## src/rtl/wb_initiator_pkg.sv

```systemverilog
// wb_initiator_pkg: shared state encoding and default sizing for the Wishbone initiator.
package wb_initiator_pkg;

    localparam int DEF_AW        = 30;
    localparam int DEF_TIMEOUT_W = 10;

    typedef enum logic [1:0] {
        ST_IDLE = 2'd0,
        ST_REQ  = 2'd1,
        ST_WAIT = 2'd2
    } state_t;

endpackage

```

## src/rtl/wb_timeout.sv

```systemverilog
// wb_timeout: counts bus-cycle length and flags the cycle in which it reaches 2^W-1.
module wb_timeout
    import wb_initiator_pkg::*;
#(
    parameter int W = DEF_TIMEOUT_W
) (
    input  logic i_clk,
    input  logic i_reset_n,
    input  logic i_clear,
    input  logic i_enable,
    output logic o_expired
);

    localparam logic [W-1:0] LAST = {W{1'b1}} - 1'b1;

    logic [W-1:0] r_count;

    // r_count holds the number of completed enabled cycles; the current one makes it +1
    always_ff @(posedge i_clk) begin
        if (!i_reset_n || i_clear)
            r_count <= '0;
        else if (i_enable)
            r_count <= r_count + 1'b1;
    end

    assign o_expired = i_enable && (r_count == LAST);

endmodule

```

## src/rtl/wb_initiator.sv

```systemverilog
// wb_initiator: single-command pipelined Wishbone initiator; WB_INITIATOR_TIMEOUT_EN adds a bus timeout.
module wb_initiator
    import wb_initiator_pkg::*;
#(
    parameter int AW        = DEF_AW,
    parameter int TIMEOUT_W = DEF_TIMEOUT_W
) (
    input  logic          i_clk,
    input  logic          i_reset_n,
    input  logic          i_cmd_stb,
    input  logic          i_cmd_we,
    input  logic [AW-1:0] i_cmd_addr,
    input  logic [31:0]   i_cmd_data,
    input  logic [3:0]    i_cmd_sel,
    output logic          o_cmd_busy,
    output logic          o_rsp_stb,
    output logic          o_rsp_err,
    output logic [31:0]   o_rsp_data,
    output logic          o_wb_cyc,
    output logic          o_wb_stb,
    output logic          o_wb_we,
    output logic [AW-1:0] o_wb_addr,
    output logic [31:0]   o_wb_data,
    output logic [3:0]    o_wb_sel,
    input  logic          i_wb_stall,
    input  logic          i_wb_ack,
    input  logic          i_wb_err,
    input  logic [31:0]   i_wb_data
);

    state_t        r_state;
    state_t        w_next;
    logic          w_accept;
    logic          w_done;
    logic          w_timeout;
    logic          w_err;
    logic          r_we;
    logic [AW-1:0] r_addr;
    logic [31:0]   r_data;
    logic [3:0]    r_sel;
    logic          r_rsp_stb;
    logic          r_rsp_err;
    logic [31:0]   r_rsp_data;

`ifdef WB_INITIATOR_TIMEOUT_EN
    wb_timeout #(.W(TIMEOUT_W)) u_timeout (
        .i_clk     (i_clk),
        .i_reset_n (i_reset_n),
        .i_clear   (w_accept),
        .i_enable  (o_wb_cyc),
        .o_expired (w_timeout)
    );
`else
    assign w_timeout = 1'b0;
`endif

    // A real ack in the final cycle beats the timeout; err always beats ack
    assign w_err = i_wb_err || (w_timeout && !i_wb_ack);

    // Next state: accept in IDLE, drop stb once not stalled, finish on ack/err/timeout
    always_comb begin
        w_next   = r_state;
        w_accept = 1'b0;
        w_done   = 1'b0;
        case (r_state)
            ST_IDLE: begin
                w_accept = i_cmd_stb;
                w_next   = i_cmd_stb ? ST_REQ : ST_IDLE;
            end
            ST_REQ: begin
                w_done = i_wb_ack || i_wb_err || w_timeout;
                w_next = w_done ? ST_IDLE : (i_wb_stall ? ST_REQ : ST_WAIT);
            end
            ST_WAIT: begin
                w_done = i_wb_ack || i_wb_err || w_timeout;
                w_next = w_done ? ST_IDLE : ST_WAIT;
            end
            default: w_next = ST_IDLE;
        endcase
    end

    // State register
    always_ff @(posedge i_clk) begin
        if (!i_reset_n)
            r_state <= ST_IDLE;
        else
            r_state <= w_next;
    end

    // Request fields are captured once per command and held for the whole bus cycle
    always_ff @(posedge i_clk) begin
        if (w_accept) begin
            r_we   <= i_cmd_we;
            r_addr <= i_cmd_addr;
            r_data <= i_cmd_data;
            r_sel  <= i_cmd_sel;
        end
    end

    // One-cycle response; data is zero for writes and for any error
    always_ff @(posedge i_clk) begin
        if (!i_reset_n) begin
            r_rsp_stb  <= 1'b0;
            r_rsp_err  <= 1'b0;
            r_rsp_data <= '0;
        end else begin
            r_rsp_stb <= w_done;
            if (w_done) begin
                r_rsp_err  <= w_err;
                r_rsp_data <= (w_err || r_we) ? 32'd0 : i_wb_data;
            end
        end
    end

    assign o_cmd_busy = (r_state != ST_IDLE);
    assign o_wb_cyc   = (r_state != ST_IDLE);
    assign o_wb_stb   = (r_state == ST_REQ);
    assign o_wb_we    = r_we;
    assign o_wb_addr  = r_addr;
    assign o_wb_data  = r_data;
    assign o_wb_sel   = r_sel;
    assign o_rsp_stb  = r_rsp_stb;
    assign o_rsp_err  = r_rsp_err;
    assign o_rsp_data = r_rsp_data;

endmodule
```

## config.mk

```make
export PLATFORM = sky130hd
export DESIGN_NAME = wb_initiator
export DESIGN_NICKNAME = d
export VERILOG_FILES = /design/src/rtl/wb_initiator_pkg.sv /design/src/rtl/wb_timeout.sv /design/src/rtl/wb_initiator.sv
export SDC_FILE = /design/constraint.sdc
export NUM_CORES = 1
export LEC_CHECK = 0
export ABC_CLOCK_PERIOD_IN_PS = 2990
export BUFFER_PORTS_ARGS = -buffer_cell sky130_fd_sc_hd__buf_4
export CAP_MARGIN = 20
export CORE_MARGIN = 1
export CORE_UTILIZATION = 35
export CTS_CLUSTER_DIAMETER = 60
export DETAILED_ROUTE_END_ITERATION = 7
export HOLD_SLACK_MARGIN = 0.1
export PLACE_DENSITY = 0.75
export SLEW_MARGIN = 20
export SYNTH_ARGS = -nofsm -noshare
export SYNTH_HDL_FRONTEND = slang
export SYNTH_HIERARCHICAL = 1
export SYNTH_SLANG_ARGS = --single-unit
```

## constraint.sdc

```tcl
create_clock -name i_clk -period 2.99 [get_ports i_clk]
set_clock_uncertainty 0.15 [all_clocks]
set_input_delay 0.598 -clock i_clk [delete_from_list [all_inputs] [get_ports i_clk]]
set_output_delay 0.598 -clock i_clk [all_outputs]
set_load 0.03 [all_outputs]
```

==> results.yml, run 1 <==
hold_path:
  holdCritPathClass: "primary input to flop"
  hold_path.startpoint: "i_cmd_addr[5]"
  min_path_cells: 1
  hold_path_end: "o_wb_addr[5]$_DFFE_PP_"
timing:
  worst_slew_pin_slew_ns: 0.672
  max-slew-margin-rel_pct: 55.2
  finalSetupViolations: 0
  slew_violations: 0
  fin_ws_ns: 1.01
  hold_viol_final: 0
  period_needed_ns: 1.98
  finalSetupTns_ns: 0
  grt_setup_unrepaired: "no"
  fmax_mhz: 506
  finalCritPeriodShare_pct: 66.1
drt:
  vias: 2246
  viasPerCell: 4.56
  drtIter0Drc: 72
  post_drt_wl_per_cell_microns: 15.5
  drtAntennaViolNets: 0
  wl_microns: 7650
  dr.pass1.iters: 7
  drc: 18
setup_path:
  end_kind: "output port"
  reg2reg_from: "r_state[0]$_SDFF_PN0_"
  cp_max_fo: 3
  required_ns: 2.24
  crit_type: "flop to output port"
  r2r_cells: 4
  reg2reg_setup_slack_ns: 1.01
  arrival_ns: 1.23
  regToRegEndpoint: "o_wb_addr[4]$_DFFE_PP_"
  start_kind: "flop"
yosys:
  synth_xor_area_share_pct: 0
  synth_fp_nets: 275
  netlist.area_leader.share_pct: 61.7
  synth_cell_types: 18
  synth_seq_cells: 103
  syn_inst: 166
  yosysWarnings: 6
  mappedNetlistArea_sq_um: 3260
  synth-compound-area-share_pct: 9.32
  yosys.area.top_type: "edfxtp_1"
  synth.top_cells.by_area: "edfxtp_1, dfxtp_1, a22o_1"
  synth_top_family_by_area: "compound AO/OA/AOI/OAI gates"
  synthMuxAreaShare_pct: 0
  ys_seq_area_share_pct: 83.8
  synth.avg_cell_area_sq_um: 19.6
  yosys.area_share.adder_pct: 1.53
  synth-simple-area-share_pct: 2.26
global_route:
  grt_pass1_vias: 2170
  track_usage_pct: 15.2
  grt_pass1_wl_microns: 11100
  antenna_found_initial: 0
  grt_overflow: 0
  grt_max_degree: 33
layout:
  layout-drive-gt1-share_pct: 59.5
  n_antenna_cell: 0
  synthToLayoutAreaGrowth_pct: 56.0
  nNetsFinal: 489
  finalInstanceArea_sq_um: 5090
  finalCoreUtilization_pct: 57.2
clocking:
  cts_tree: "yes"
  cts-resized-gates: 0
  clock_sinks: 103
  clock_latency_ns: 0.35
  clockRootBuffer: "clkbuf_8"
  clockBufferDepth: 2
  post_cts_buffers: 0
  cts-htree-levels: 3
  holdBufCountCts: 0
  cts_made_buffers: 9
  clk_pin_slew_ns: 0.10
floorplanning:
  io_pins: 209
  fp.dieH_microns: 98.5
  core-area_sq_um: 8890
  rows: 34
  fp.dieArea_sq_um: 9710
  initial_core_util_pct: 36.7
  die_x_microns: 98.5
power_and_ir_drop:
  switching_share_pct: 25.1
  power.leakage_nw: 2.25
  power_mw: 2.79
  seqPwrFrac_pct: 57.6
  p_clk_share_pct: 28.3
  ir_worst_vdd_v: 0.000211
  intPower_mw: 2.09
  p_per_area_nw_per_um2: 549
  switchingPower_mw: 0.700
  pwr-share-comb_pct: 14.1
placement:
  hpwlAfterDp_microns: 5630
  dpl_cell_area_sq_um: 4910
  place_ws_ns: 0.678
  numPortBuffers: 208
  gp_congestion: 0.684
run_status:
  violations: "DRC"
  status: "finished with violations"
run:
  drv_cap: 0
==> critical path, stage by stage, from the launching register on <==
cell and delay, ns:
dfxtp_1 0.37, inv_1 0.07, ha_1 0.20, inv_1 0.08, buf_4 0.17
==> kinds of logic after synthesis <==
kind of cell	Yosys count
flops	103
compound gates	36
buf+inv	12
simple gates	11
fa+ha+maj	4
==> layout by cell type, fill, tap and decap left out, types with 2 or more instances in the layout <==
| cell type | Yosys | final |
|---|---|---|
| edfxtp_1 | 67 | 67 |
| a22o_1 | 32 | 32 |
| inv_6 | 0 | 2 |
| ha_1 | 4 | 4 |
| clkbuf_8 | 0 | 10 |
| dfxtp_1 | 36 | 36 |
| and2_2 | 0 | 2 |
| nand2_1 | 2 | 2 |
| buf_4 | 1 | 210 |
| nor2_1 | 3 | 3 |
| inv_1 | 4 | 4 |
==> metal layers <==
| metal | track usage [%] | up-vias | share of wire [%] |
|---|---|---|---|
| met5 | 0 | - | 0 |
| met4 | 5.97 | 0 | 1.1 |
| met3 | 5.11 | 9 | 11 |
| met2 | 26.2 | 130 | 51 |
| met1 | 17.4 | 1042 | 37 |
| li1 | - | 1065 | - |
==> how the worst max path moves through the flow <==
stage                                      from                     endpoint  slack (ns)  cells past startpoint
after global routing      r_state[0]$_SDFF_PN0_       o_wb_addr[4]$_DFFE_PP_        0.90                      4
after CTS                 r_state[0]$_SDFF_PN0_  o_rsp_data[19]$_SDFFE_PN0P_        0.67                      5
after detailed placement               i_wb_err  o_rsp_data[19]$_SDFFE_PN0P_        0.68                      4
final                     r_state[0]$_SDFF_PN0_                     o_wb_cyc        1.01                      4
after floorplan                       i_cmd_stb       o_wb_addr[0]$_DFFE_PP_        0.22                      1
after global placement                 i_wb_err  o_rsp_data[26]$_SDFFE_PN0P_        0.82                      4
==> synth_stat cells <==
| cell | instances |
|---|---|
| o21ai_1 | 1 |
| inv_1 | 4 |
| and2_1 | 2 |
| nor4_1 | 1 |
| a31oi_1 | 1 |
| dfxtp_1 | 36 |
| edfxtp_1 | 67 |
| nand2b_1 | 1 |
| nor2_1 | 3 |
| nor4b_4 | 1 |
| ha_1 | 4 |
| nand2_1 | 2 |
| buf_6 | 7 |
| nor2b_1 | 1 |
| a22o_1 | 32 |
| a22oi_1 | 1 |
| buf_4 | 1 |
| a21oi_1 | 1 |
==> power groups by stage <==
stage | registers [mW] | logic, mW | clock network (mW)
2_1_floorplan | 1.77 | 0.0580 | 0
3_3_place_gp | 1.64 | 0.388 | 0
3_5_place_dp | 1.64 | 0.396 | 0
4_1_cts | 1.61 | 0.397 | 0.825
5_1_grt | 1.62 | 0.411 | 0.863
6_report | 1.61 | 0.393 | 0.791
==> per-stage QoR <==
stage	instances	hold WS (ns)
after floorplan	166	0.503
after global placement	477	0.315
after detailed placement	477	0.316
after CTS	493	0.241
after global routing	493	0.238
final	493	0.267
==> sequential cells by signal, indices dropped and copies added, names as in the netlist <==
name	count
o_rsp_err	1
o_wb_data	32
o_wb_addr	30
o_rsp_stb	1
r_state	2
o_wb_we	1
o_wb_sel	4
o_rsp_data	32
==> layout make-up <==
cell class	count	area [sq um]
Fill cell	729	3800
Inverter	4	15.0
Clock inverter	6	42.5
Multi-Input combinational cell	51	430
Tap cell	108	135
Timing Repair Buffer	211	1600
Clock buffer	10	138
Sequential cell	103	2730
(Power assumes the default switching activity.)
==> inputs of run 2 (changes only) <==
Settings changed: ABC_CLOCK_PERIOD_IN_PS 2990 to 1950.
Clock period 2.99 ns to 1.95 ns, I/O delays scaled along.
==> run 2 against run 1 <==
Compared with the run above: the run still ends with DRC left; worst hold slack worse by 0.14 ns; register-to-register slack lost 0.85 ns; cell area increased by 21%; combinational power increased by 100%; die area did not move; critical path depth unchanged; final cell count rose by 21%.
==> results.yml, run 2 (synthesis results as in run 1) <==
placement:
  hpwlAfterDp_microns: 6250
  numPortBuffers: 208
  gp_congestion: 0.702
  placedCellCount: 481
drt:
  vias: 2734
  viasPerCell: 4.58
  drtAntennaViolNets: 0
  dr.pass1.iters: 8
  wl_microns: 10900
  post_drt_wl_per_cell_microns: 18.2
  drc: 17
  drtIter0Drc: 119
global_route:
  grt_pass1_vias: 2767
  track_usage_pct: 22.2
  grt_max_degree: 33
  grt_pass1_wl_microns: 16100
  antenna_found_initial: 0
  grt_overflow: 0
floorplanning:
  io_pins: 209
  fp.dieArea_sq_um: 9710
  initial_core_util_pct: 36.7
  die_x_microns: 98.5
  fp.dieH_microns: 98.5
  rows: 34
  core-area_sq_um: 8890
power_and_ir_drop:
  power.leakage_nw: 2.70
  ir_worst_vdd_v: 0.000335
  p_per_area_nw_per_um2: 742
  power_mw: 4.55
setup_path:
  start_kind: "flop"
  crit_type: "flop to output port"
  cp_max_fo: 3
  arrival_ns: 1.26
  end_kind: "output port"
  required_ns: 1.41
clocking:
  cts_made_buffers: 9
  clock_latency_ns: 0.36
  clock_sinks: 103
  clockRootBuffer: "clkbuf_8"
  clk_pin_slew_ns: 0.10
  clockBufferDepth: 2
  cts_tree: "yes"
  cts-resized-gates: 0
  post_cts_buffers: 0
  holdBufCountCts: 100
  cts-htree-levels: 3
layout:
  nNetsFinal: 593
  mostFrequentLayoutCell: "buf_4"
  synthToLayoutAreaGrowth_pct: 88.2
  n_antenna_cell: 0
  mostFrequentLayoutCells: "buf_4, dlygate4sd3_1, edfxtp_1"
  layout-drive-gt1-share_pct: 47.6
  fillerInstances: 551
  fin_cells: 597
run_status:
  violations: "DRC"
  status: "finished with violations"
timing:
  finalCritPeriodShare_pct: 92.5
  hold_slack_ns: 0.124
  slew_violations: 0
  worst_slew_pin_slew_ns: 0.317
  period_needed_ns: 1.80
  hold_viol_final: 0
  finalSetupViolations: 0
  finalSetupTns_ns: 0
  grt_setup_unrepaired: "no"
  fmax_mhz: 555
  max-slew-margin-rel_pct: 78.9
run:
  drv_cap: 0
hold_path:
  holdCritPathClass: "primary input to flop"
[run 2: cell types whose count changed in the layout (fill, tap and decap cells not counted), sizes merged]
| cell | before | now |
|---|---|---|
| clkinv | 3 | 2 |
| dlygate4sd3 | 0 | 100 |
| inv | 6 | 8 |
| buf | 211 | 215 |
| clkbuf | 10 | 9 |
[run 2: cell type report]
class / instances / area, sq um / share of cell area, %
Sequential cell: 103 / 2730 / 44.5
Tap cell: 108 / 135 / 2.20
Multi-Input combinational cell: 51 / 430 / 7.01
Clock buffer: 9 / 124 / 2.02
Timing Repair Buffer: 315 / 2640 / 43.0
Clock inverter: 7 / 61.3 / 0.999
Inverter: 4 / 15.0 / 0.245
[run 2: final timing paths]
path | to | cells past startpoint | startpoint | slack [ns]
hold / removal | r_state[1]$_SDFF_PN0_ | 2 | i_wb_err | 0.12
setup reg to reg | o_rsp_data[7]$_SDFFE_PN0P_ | 6 | r_state[0]$_SDFF_PN0_ | 0.16
hold reg to reg | o_rsp_data[29]$_SDFFE_PN0P_ | 1 | o_rsp_data[29]$_SDFFE_PN0P_ | 0.34
setup / recovery | o_cmd_busy | 4 | r_state[0]$_SDFF_PN0_ | 0.15
[run 2: critical path: stages, from the launching register on]
cell and delay [ns]:
dfxtp_1 0.38, inv_1 0.08, ha_1 0.22, inv_1 0.08, buf_4 0.16
[run 2: metrics by stage]
stage,setup WS (ns),utilization (%),instance area [sq um]
2_1_floorplan,0.304,-,3260
3_3_place_gp,0.275,55.7,4950
3_5_place_dp,0.197,55.7,4950
4_1_cts,0.115,69.0,6140
5_1_grt,0.0466,69.0,6140
6_report,0.147,69.0,6140
[run 2: per-layer routing]
layer | wire [microns] | up-vias | global-route usage (%)
li1 | - | 1273 | -
met1 | 4330 | 1290 | 26.9
met2 | 5410 | 162 | 38.6
met3 | 980 | 9 | 6.52
met4 | 132 | 0 | 6.43
met5 | 0 | - | 0
[run 2: where the power goes]
| group | switching (mW) | leakage [nW] | total [mW] | internal, mW |
|---|---|---|---|---|
| combinational | 0.396 | 1.67 | 0.804 | 0.408 |
| sequential | 0.0403 | 0.935 | 2.48 | 2.44 |
| clock | 0.780 | 0.0940 | 1.27 | 0.493 |
==> inputs of run 3 (changes only) <==
Settings changed: REMOVE_ABC_BUFFERS set to 1.
==> run 3 against run 2 <==
Compared with the run above: the run now fails in clock tree synthesis (4_1_cts); area after synthesis is the same; synthesized cell count is the same.
==> results.yml, run 3 <==
yosys:
  synth_edf_count: 67
  mappedNetlistArea_sq_um: 3260
  yosysWarnings: 6
  synth_cell_types: 18
  synth_seq_cells: 103
  ys_seq_area_share_pct: 83.8
  yosys.area.top_type: "edfxtp_1"
  syn_inst: 166
  synth.avg_cell_area_sq_um: 19.6
  netlist.area_leader.share_pct: 61.7
  synth_ff_type: "edfxtp_1"
  yosysMostFrequentCell: "edfxtp_1"
  synth.top_cells.by_area: "edfxtp_1, dfxtp_1, a22o_1"
  async_flop_share_pct: 0
  synthTopCellsByCount: "edfxtp_1, dfxtp_1, a22o_1, buf_6"
placement:
  gp_congestion: 0.702
  numPortBuffers: 208
clocking:
  cts-resized-gates: 0
  clockBufferDepth: 2
  cts_made_buffers: 9
  post_cts_buffers: 0
  holdBufCountCts: 101
  cts-htree-levels: 3
  clock_sinks: 103
  clockRootBuffer: "clkbuf_8"
floorplanning:
  fp.dieH_microns: 98.5
  initial_core_util_pct: 36.7
  rows: 34
  io_pins: 209
  die_x_microns: 98.5
run_status:
  status: "did not finish"
  stop_error: "[ERROR RSZ-0060] Max buffer count reached."
  haltStage: "clock tree synthesis (4_1_cts)"
## run 3: logic make-up after synthesis
family	share of synthesized area [%]
buf+inv	3.11
compound gates	9.32
fa+ha+maj	1.53
flops	83.8
simple gates	2.26
## run 3: through the flow
stage               util [%]  hold WS (ns)  worst slack (ns)  cells  instance area, sq um
detailed placement      55.6         0.316             0.163    478                  4940
global placement        55.6         0.317             0.270    478                  4940
floorplan                  -         0.318            -0.764    158                  3180
==> inputs of run 4 (changes only) <==
Settings changed: CORE_UTILIZATION 35 to 20, CTS_CLUSTER_DIAMETER 60 to unset, HOLD_SLACK_MARGIN 0.1 to unset, PLACE_DENSITY 0.75 to unset, PLACE_DENSITY_LB_ADDON set to 0.15.
==> run 4 against run 3 <==
Compared with the run above: the run now ends clean.
==> results.yml, run 4 (synthesis results as in run 1) <==
run_status:
  status: "completed"
power_and_ir_drop:
  ir_worst_vdd_v: 0.000366
  p_clk_share_pct: 37.4
  power.leakage_nw: 2.33
  pwr-share-comb_pct: 12.5
  power_mw: 4.92
  switching_share_pct: 24.3
  intPower_mw: 3.72
  switchingPower_mw: 1.20
  seqPwrFrac_pct: 50.1
  p_per_area_nw_per_um2: 913
global_route:
  grt_pass1_vias: 2231
  grt_pass1_wl_microns: 12100
  grt_max_degree: 33
  track_usage_pct: 9.80
  grt_overflow: 0
  antenna_found_initial: 0
hold_path:
  hold_path_end: "o_wb_data[6]$_DFFE_PP_"
  hold_path.startpoint: "i_cmd_data[6]"
  holdCritPathClass: "primary input to flop"
  min_path_cells: 1
timing:
  period_needed_ns: 1.76
  fmax_mhz: 567
  hold_viol_final: 0
  worst_slew_pin_slew_ns: 0.340
  max-slew-margin-rel_pct: 77.3
  finalSetupViolations: 0
  slew_violations: 0
  grt_setup_unrepaired: "no"
  fin_ws_ns: 0.187
  finalCritPeriodShare_pct: 90.4
layout:
  n_antenna_cell: 0
  layout-drive-gt1-share_pct: 59.8
  mostFrequentLayoutCell: "buf_4"
  synthToLayoutAreaGrowth_pct: 65.1
  nNetsFinal: 492
  mostFrequentLayoutCells: "buf_4, edfxtp_1, dfxtp_1"
setup_path:
  end_kind: "flop"
  reg2reg_from: "r_state[0]$_SDFF_PN0_"
  crit_chain: "inv_1 > ha_1 > o21ai_1 > and2_1 > buf_4 > a22o_1"
  required_ns: 2.04
  crit_type: "flop to flop"
  start_kind: "flop"
  regToRegEndpoint: "o_rsp_data[11]$_SDFFE_PN0P_"
  reg2reg_setup_slack_ns: 0.19
  arrival_ns: 1.85
  cp_max_fo: 32
  critPathMaxStageDelay_ns: 0.36
  r2r_cells: 6
  critPathSlowestCell: "dfxtp_1"
clocking:
  clock_latency_ns: 0.34
  cts_made_buffers: 9
  post_cts_buffers: 0
  cts-htree-levels: 3
  cts_tree: "yes"
  clockBufferDepth: 2
  clk_pin_slew_ns: 0.08
  clockRootBuffer: "clkbuf_16"
  cts-resized-gates: 0
  holdBufCountCts: 0
  clock_sinks: 103
placement:
  gp_congestion: 0.712
  numPortBuffers: 208
  hpwlAfterDp_microns: 6220
  place_ws_ns: 0.177
drt:
  post_drt_wl_per_cell_microns: 14.0
  vias: 2249
  drtAntennaViolNets: 0
  wl_microns: 8430
  dr.pass1.iters: 4
  drtIter0Drc: 104
  viasPerCell: 3.72
  drc: 0
floorplanning:
  core-area_sq_um: 15900
  fp.dieH_microns: 130
  io_pins: 209
  initial_core_util_pct: 20.5
  fp.dieArea_sq_um: 16800
  die_x_microns: 130
  rows: 46
run:
  drv_cap: 0
[run 4: critical path, delay by kind of cell, from the launching register on]
family / cells / cell delay, ns
and+or+nand+nor: 1 / 0.15
DFF: 1 / 0.36
AOI/OAI and AO/OA: 2 / 0.34
buffers and inverters: 2 / 0.31
adders and majority gates: 1 / 0.34
[run 4: worst max path at each step]
stage	start	end	slack, ns	cells past startpoint
finish	r_state[0]$_SDFF_PN0_	o_rsp_data[11]$_SDFFE_PN0P_	0.19	6
global route	r_state[0]$_SDFF_PN0_	o_rsp_data[15]$_SDFFE_PN0P_	0.07	6
CTS	r_state[0]$_SDFF_PN0_	o_cmd_busy	0.14	4
detailed placement	r_state[0]$_SDFF_PN0_	o_rsp_data[11]$_SDFFE_PN0P_	0.18	6
global placement	r_state[0]$_SDFF_PN0_	o_rsp_data[27]$_SDFFE_PN0P_	0.24	6
floorplan	r_state[0]$_SDFF_PN0_	o_wb_addr[0]$_DFFE_PP_	-0.76	3
[run 4: final cells by class]
| class | instances | area, sq um |
|---|---|---|
| Clock inverter | 7 | 81.3 |
| Sequential cell | 103 | 2730 |
| Clock buffer | 9 | 225 |
| Tap cell | 216 | 270 |
| Timing Repair Buffer | 214 | 1630 |
| Fill cell | 1618 | 10500 |
| Multi-Input combinational cell | 51 | 430 |
| Inverter | 4 | 15.0 |
[run 4: per-layer routing]
metal	vias up	wire length, microns	global-route usage [%]
met1	1003	3550	11.8
met2	164	3470	13.8
li1	1070	-	-
met5	-	0	0
met4	0	184	5.95
met3	12	1220	5.17
[run 4: power groups by stage]
| stage | Clock (mW) | Sequential [mW] | Combinational [mW] |
|---|---|---|---|
| after global placement | 0 | 2.52 | 0.620 |
| after detailed placement | 0 | 2.52 | 0.624 |
| after global routing | 2.02 | 2.48 | 0.650 |
| after floorplan | 0 | 2.72 | 0.0717 |
| final | 1.84 | 2.47 | 0.613 |
| after CTS | 1.92 | 2.47 | 0.624 |
[run 4: metrics by stage]
step	std cells	util, %	instance area, sq um	hold slack, ns	setup TNS (ns)
after floorplan	158	-	3180	0.318	-57.30
after global placement	588	32.0	5080	0.317	0
after detailed placement	588	32.0	5080	0.315	0
after CTS	604	33.9	5390	0.0436	0
after global routing	604	33.9	5390	0.0361	0
final	604	33.9	5390	0.0655	0
